$ cat config.mk
export PLATFORM = sky130hd
export DESIGN_NAME = interleaver_wimax_phy
export DESIGN_NICKNAME = d
export VERILOG_FILES = /design/src/rtl/interleaver_wimax_phy.sv
export SDC_FILE = /design/constraint.sdc
export NUM_CORES = 1
export LEC_CHECK = 0
export CAP_MARGIN = 10
export CORE_ASPECT_RATIO = 1.1
export CORE_UTILIZATION = 55
export CTS_CLUSTER_DIAMETER = 80
export CTS_CLUSTER_SIZE = 12
export DETAILED_ROUTE_END_ITERATION = 8
export GPL_TIMING_DRIVEN = 0
export PLACE_DENSITY_LB_ADDON = 0.3
export SYNTH_ARGS = -nofsm -noshare
export SYNTH_HDL_FRONTEND = slang
export SYNTH_SLANG_ARGS = --single-unit
$ cat constraint.sdc
create_clock -name clk_100 -period 6.15 [get_ports clk_100]
set_input_delay 0.9225 -clock clk_100 [delete_from_list [all_inputs] [get_ports clk_100]]
set_output_delay 0.9225 -clock clk_100 [all_outputs]
set_load 0.05 [all_outputs]
$ cat src/rtl/interleaver_wimax_phy.sv
// WiMAX QPSK rate-1/2 block interleaver (Ncbps=192, d=16) with ping-pong banks.
// One bank fills in permuted order while the other drains sequentially.
module interleaver_wimax_phy #(
  parameter int BLOCK_SIZE = 192,
  parameter int ROWS       = 16,
  parameter int COLS       = BLOCK_SIZE / ROWS
) (
  input  logic clk_100,
  input  logic reset,
  input  logic fec_encoder_valid,
  input  logic data_in,
  input  logic modulator_ready,
  output logic ready_out,
  output logic valid_out,
  output logic data_out
);

  localparam int AW = $clog2(BLOCK_SIZE);
  localparam int RW = $clog2(ROWS);
  localparam int CW = $clog2(COLS);

  localparam logic [RW-1:0] ROW_LAST  = RW'(ROWS - 1);
  localparam logic [CW-1:0] COL_LAST  = CW'(COLS - 1);
  localparam logic [AW-1:0] ADDR_LAST = AW'(BLOCK_SIZE - 1);

  logic [BLOCK_SIZE-1:0] bank0;
  logic [BLOCK_SIZE-1:0] bank1;
  logic [1:0]            full;
  logic                  wsel;
  logic                  rsel;
  logic [RW-1:0]         row;
  logic [CW-1:0]         col;
  logic [AW-1:0]         rd_addr;
  logic [AW-1:0]         wr_addr;
  logic                  accept;
  logic                  transfer;
  logic                  rd_bit;

  assign ready_out = !full[wsel];
  assign valid_out = full[rsel];
  assign accept    = fec_encoder_valid && ready_out;
  assign transfer  = valid_out && modulator_ready;

  // Input bit k = ROWS*col + row lands at COLS*row + col; the second
  // permutation is identity for two coded bits per carrier.
  assign wr_addr = AW'(COLS) * AW'(row) + AW'(col);

  assign rd_bit   = rsel ? bank1[rd_addr] : bank0[rd_addr];
  assign data_out = valid_out & rd_bit;

  // Bank contents are deliberately left out of reset.
  always_ff @(posedge clk_100) begin
    if (accept) begin
      if (wsel) begin
        bank1[wr_addr] <= data_in;
      end else begin
        bank0[wr_addr] <= data_in;
      end
    end
  end

  // Write and read completions touch different full bits, since a write
  // never targets a full bank while a read only drains a full one.
  always_ff @(posedge clk_100) begin
    if (reset) begin
      full    <= 2'b00;
      wsel    <= 1'b0;
      rsel    <= 1'b0;
      row     <= '0;
      col     <= '0;
      rd_addr <= '0;
    end else begin
      if (accept) begin
        if (row == ROW_LAST) begin
          row <= '0;
          if (col == COL_LAST) begin
            col        <= '0;
            full[wsel] <= 1'b1;
            wsel       <= !wsel;
          end else begin
            col <= col + CW'(1);
          end
        end else begin
          row <= row + RW'(1);
        end
      end
      if (transfer) begin
        if (rd_addr == ADDR_LAST) begin
          rd_addr    <= '0;
          full[rsel] <= 1'b0;
          rsel       <= !rsel;
        end else begin
          rd_addr <= rd_addr + AW'(1);
        end
      end
    end
  end

endmodule

After elaboration in Yosys (flattened, before gate mapping). Cells that the tools add are included.

Reductions and logical operators: 13. Bitwise logic cells: 5. Equal/unequal tests: 3. Mux-type cells: 26. Order comparisons: 7. $mul: 1. Add/subtract/negate cells: 4.

Operators by type and width (count): bitwise mux 192 bit (2); < comparator 8 x 9 -> 1 bit, second input constant (2); binary-select mux 1 bit (select 8 bit) (2); two-way mux 2 bit (6); two-way mux 1 bit (10); adder 4 x 1 -> 4 bit, second input constant (2); adder 8 x 1 -> 8 bit, second input constant (1); adder 8 x 4 -> 8 bit (1); demux 1 bit (select 8 bit) (1); equality test 4 bit, second input constant (2); equality test 8 bit, second input constant (1); >= comparator 8 x 1 -> 1 bit, second input constant (1); two-way mux 4 bit (2); two-way mux 8 bit (1); AND reduction 2 bit (4); multiplier 2 x 4 -> 6 bit, first input constant (1); logical AND 1 bit (5); < comparator 1 x 2 -> 1 bit, second input constant (2); zero test 1 bit (3); AND reduction 3 bit (1); bitwise AND 2 bit (1); demux 1 bit (select 1 bit) (2); >= comparator 1 bit, second input constant (2); NOT 2 bit (1); other kinds (3) (3).

Bits of input ports: 5. Flip-flop bits (word level): 404. Word-level logic and storage cells: 67. Output and inout bits: 3.

Logic depth before layout (Yosys ltp).
Depth after elaboration: 12. Depth in mapped cells: 11. Mapped depth without buffers: 8.

Least setup slack after synthesis. Ideal clock, no wire load.

Path type: reg2out. From: register rd_addr[0]. To: output data_out. Path slack: 2.469 ns. Buffers on the path: 5. Stages on the path, launching flop included: 12. Required time: 5.227 ns. Data arrival time: 2.759 ns. Cells stage by stage: dfxtp_1 -> buf_4 -> buf_4 -> buf_4 -> buf_4 -> buf_4 -> mux2i_1 -> a21oi_1 -> nand2_1 -> o211ai_1 -> nand4b_1 -> a32oi_1.

Cells in the longest elaborated chain, start to end: 4. Elaborated cells between the ends (all ways): 6. Those cells by class: mux: 5; bitwise: 1.

RTL lines: start: declaration (line 33) `logic [AW-1:0] rd_addr;`; start signal: assignment (line 93) `rd_addr <= rd_addr + AW'(1);`; binary-select mux 1 bit (select 8 bit) (line 48) `assign rd_bit = rsel ? bank1[rd_addr] : bank0[rd_addr];`; two-way mux 1 bit (not written as such) (line 48); two-way mux 1 bit * (line 48); bitwise AND 1 bit * (line 49) `assign data_out = valid_out & rd_bit;`; end: declaration (line 15) `output logic data_out`.

Mark *: on every way between the ends. The rest lies on a longest branch, timed or not. The select of a mux whose other input is x is not followed.

Worst setup path after layout.
From: register rd_addr[1]. To: output data_out.

Same word-level chain as after synthesis.

==> run metrics <==
status finished, final reports clean; Detailed Place HPWL 40.6 mm; CTS buffer count 39; most used flip-flop cell after synthesis edfxtp_1; Final Power between 0.005 and 0.006 W; Hold WC Path Type flop to flop; RePlAce Congestion 0.994; Setup Fix Bufs, Post-CTS 0; Starting Density ~56%; # DRC 0; Post-Layout Cell Count around 1900; Synth Instances 1348; PD cells 260 mW/mm2; Synth cell types 54; Crit Path Category flop to primary output; clock transition at the registers of the reported paths 60 ps; Inst Count DP 1799; Final Hold Viols 0; min cycle time layout 6110 ps; fmax 0.164 GHz; RSZ-0062 raised after global routing no; clk sink count 404; row count 71; Crit Path Max Fanout 10; first-iteration detailed-routing DRC count around 2400; mean post-synth cell area around 14 um2; worst slack at placement ~800 ps; Final ANT Viol Nets 0; Post-Place Cell Area 0.0201 mm2; die span in y ~200 um; drt wl/cell 34.0 um; first-pass iteration count of the detailed router 6; leakage power slightly below 6 nW; Worst-Skew Late Latency 550 ps; total gr overflow 0; GR Util All Layers 36.2%; routed wl met3 9.03 mm; Worst Tran Pin Value 1370 ps; Layout area overhead 9.97%; first-pass GRT wire length 90.7 mm; Post-synth ARST share 0%; Clock Skew between 15 and 20 ps; PortBufs 7; period utilization roughly 100%; cell area after layout about 0.021 mm2; Core Box Area about 0.034 mm2; Yosys warnings 0; wirelength, routed 63.4 mm; via count between 10000 and 15000; # hold bufs at CTS 0; crit end category primary output; post-synth net total 1367; I/O pin total 8; Max Root-Sink Buffers 3; Die Width 181 um; Synth Register Bits 404; M1 WL 21.2 mm; crit path DAT 5190 ps; antenna violations before repair 0; final setup fails 0; Final Hold Slack 521 ps; R2R cell count 10; critical path launch point type flop; worst vdd ir 0.202 mV; number of enable flip-flop cells after synthesis 384; Post-Syn Area 0.0193 mm2; Worst Slack Setup Final 40.6 ps; layout net count 1423; vias in the first global route 13100; CTS H-tree lvls 2; Slew Limit Fails 0; Vias per Instance 7.24; Seq/Total Area, Yosys 61.7%; Root Driver clkbuf_16; WHS Path Cells 2; wire length on met2 28.3 mm; Max-Cap Viols 0; CTS tree done; layout cells sized above 1 23.9%; area of the die between 0.03 and 0.04 mm2; largest net degree at the start of global routing 170; CP required 5230 ps; max layer used met4; Slew HR 8.35%
-- placed cells by master (no fill, tap or decap), types with 5 or more instances in the layout --
cell / n
clkbuf_1: 105
nand3b_1: 8
nor3_1: 263
a21oi_1: 17
a31oi_1: 9
a22oi_1: 16
dfxtp_1: 20
clkdlybuf4s50_1: 6
clkbuf_16: 41
mux4_2: 88
buf_6: 20
o21ai_0: 11
buf_8: 5
buf_2: 34
xor2_1: 11
buf_4: 9
nand2_1: 44
nand3_1: 20
buf_1: 13
mux2i_1: 28
nor2b_1: 12
nor2_1: 37
inv_1: 10
ha_1: 12
edfxtp_1: 384
nor3_2: 135
-- state kept, by name, summed over array words and instances (netlist names) --
| signal | cells |
|---|---|
| bank1 | 192 |
| full | 2 |
| bank0 | 192 |
| rsel | 1 |
| rd_addr | 8 |
| wsel | 1 |
| col | 4 |
| row | 4 |
-- metal layers --
metal,GRT usage (%),vias up
met5,0,-
met4,23.2,0
met3,9.92,289
met2,55.0,1234
met1,46.3,6640
li1,-,5362
-- where the power goes --
group / total [W] / switching (W) / leakage (nW) / internal (W)
Combinational: 0.000224 / 0.000185 / 1.74 / 0.0000390
Sequential: 0.00301 / 0.00000268 / 3.61 / 0.00301
Clock: 0.00230 / 0.00103 / 0.545 / 0.00127
Total: 0.00554 / 0.00122 / 5.89 / 0.00432
-- final timing paths --
path | from | end | slack [ps]
hold reg to reg | col[1]$_SDFFE_PP0P_ | col[1]$_SDFFE_PP0P_ | 520
setup reg to reg | row[0]$_SDFFE_PP0P_ | bank0[189]$_DFFE_PP_ | 2200
hold / removal | col[1]$_SDFFE_PP0P_ | col[1]$_SDFFE_PP0P_ | 520
setup / recovery | rd_addr[1]$_SDFFE_PP0P_ | data_out | 40
-- kinds of logic (layout without fill, tap and decap cells) --
logic type / count (synthesis) / count (layout) / share of synthesized area (%)
flip-flops: 404 / 404 / 61.7
multiplexers: 117 / 117 / 11.8
XOR/XNOR: 16 / 16 / 0.763
other: 0 / 2 / 0
buffers and inverters: 170 / 249 / 4.43
adder cells (fa/ha/maj): 14 / 14 / 0.983
AND/OR/NAND/NOR: 551 / 551 / 17.7
AO/OA/AOI/OAI: 76 / 76 / 2.65
-- through the flow --
stage	util [%]	setup TNS [ps]
after floorplan	-	0
final	61.9	0
after global placement	58.1	-1767230
after detailed placement	58.4	0
after global routing	61.9	0
after CTS	61.7	0
-- area by class of cell --
| cell class | count | area (um2) |
|---|---|---|
| antenna | 2 | 5.00 |
| buffer | 160 | 827 |
| clock buffer | 63 | 1110 |
| clock inverter | 1 | 30.0 |
| fill | 2541 | 13100 |
| inverter | 10 | 37.5 |
| multi-input combinational | 774 | 6560 |
| sequential | 404 | 11900 |
| tap | 438 | 548 |
| timing repair buffer | 15 | 229 |
-- worst max-delay path, stage by stage (launching register included) --
cell	delay (ps)
dfxtp_1	330
buf_2	270
buf_2	380
buf_1	1040
mux4_2	400
nand2_1	60
o21ai_0	110
nor4_1	60
a31oi_1	500
o21ai_0	170
a32oi_1	420
clkdlybuf4s50_1	890
-- cells in the mapped netlist, types with 4 or more instances --
library cell  count  share of area (%)
edfxtp_1        384                 60
nor2b_1          12               0.39
mux4_2           88                 10
o21ai_0          11               0.28
nand2_1          44               0.85
ha_1             12               0.78
xor2_1           11               0.50
nor2_1           37               0.72
a31oi_1           9               0.29
and2_1            4               0.13
nor3_1          263                6.8
a22oi_1          16               0.62
nand3b_1          8               0.31
buf_1            14               0.27
clkbuf_1         84                1.6
a21oi_1          17               0.44
dfxtp_1          20                2.1
nor3_2          135                7.0
buf_4             9               0.35
or3_1             4               0.13
buf_2            34               0.88
inv_1            10               0.19
nand3_1          20               0.52
xnor2_1           4               0.18
buf_6            19                1.1
and3_1            4               0.13
mux2i_1          28                1.4
-- what timing repair did --
item / in CTS / in global routing
setup endpoints to repair: 0 / 1
hold endpoints to repair: 0 / 0
gates resized for setup: 0 / 4
(Power assumes the default switching activity.)
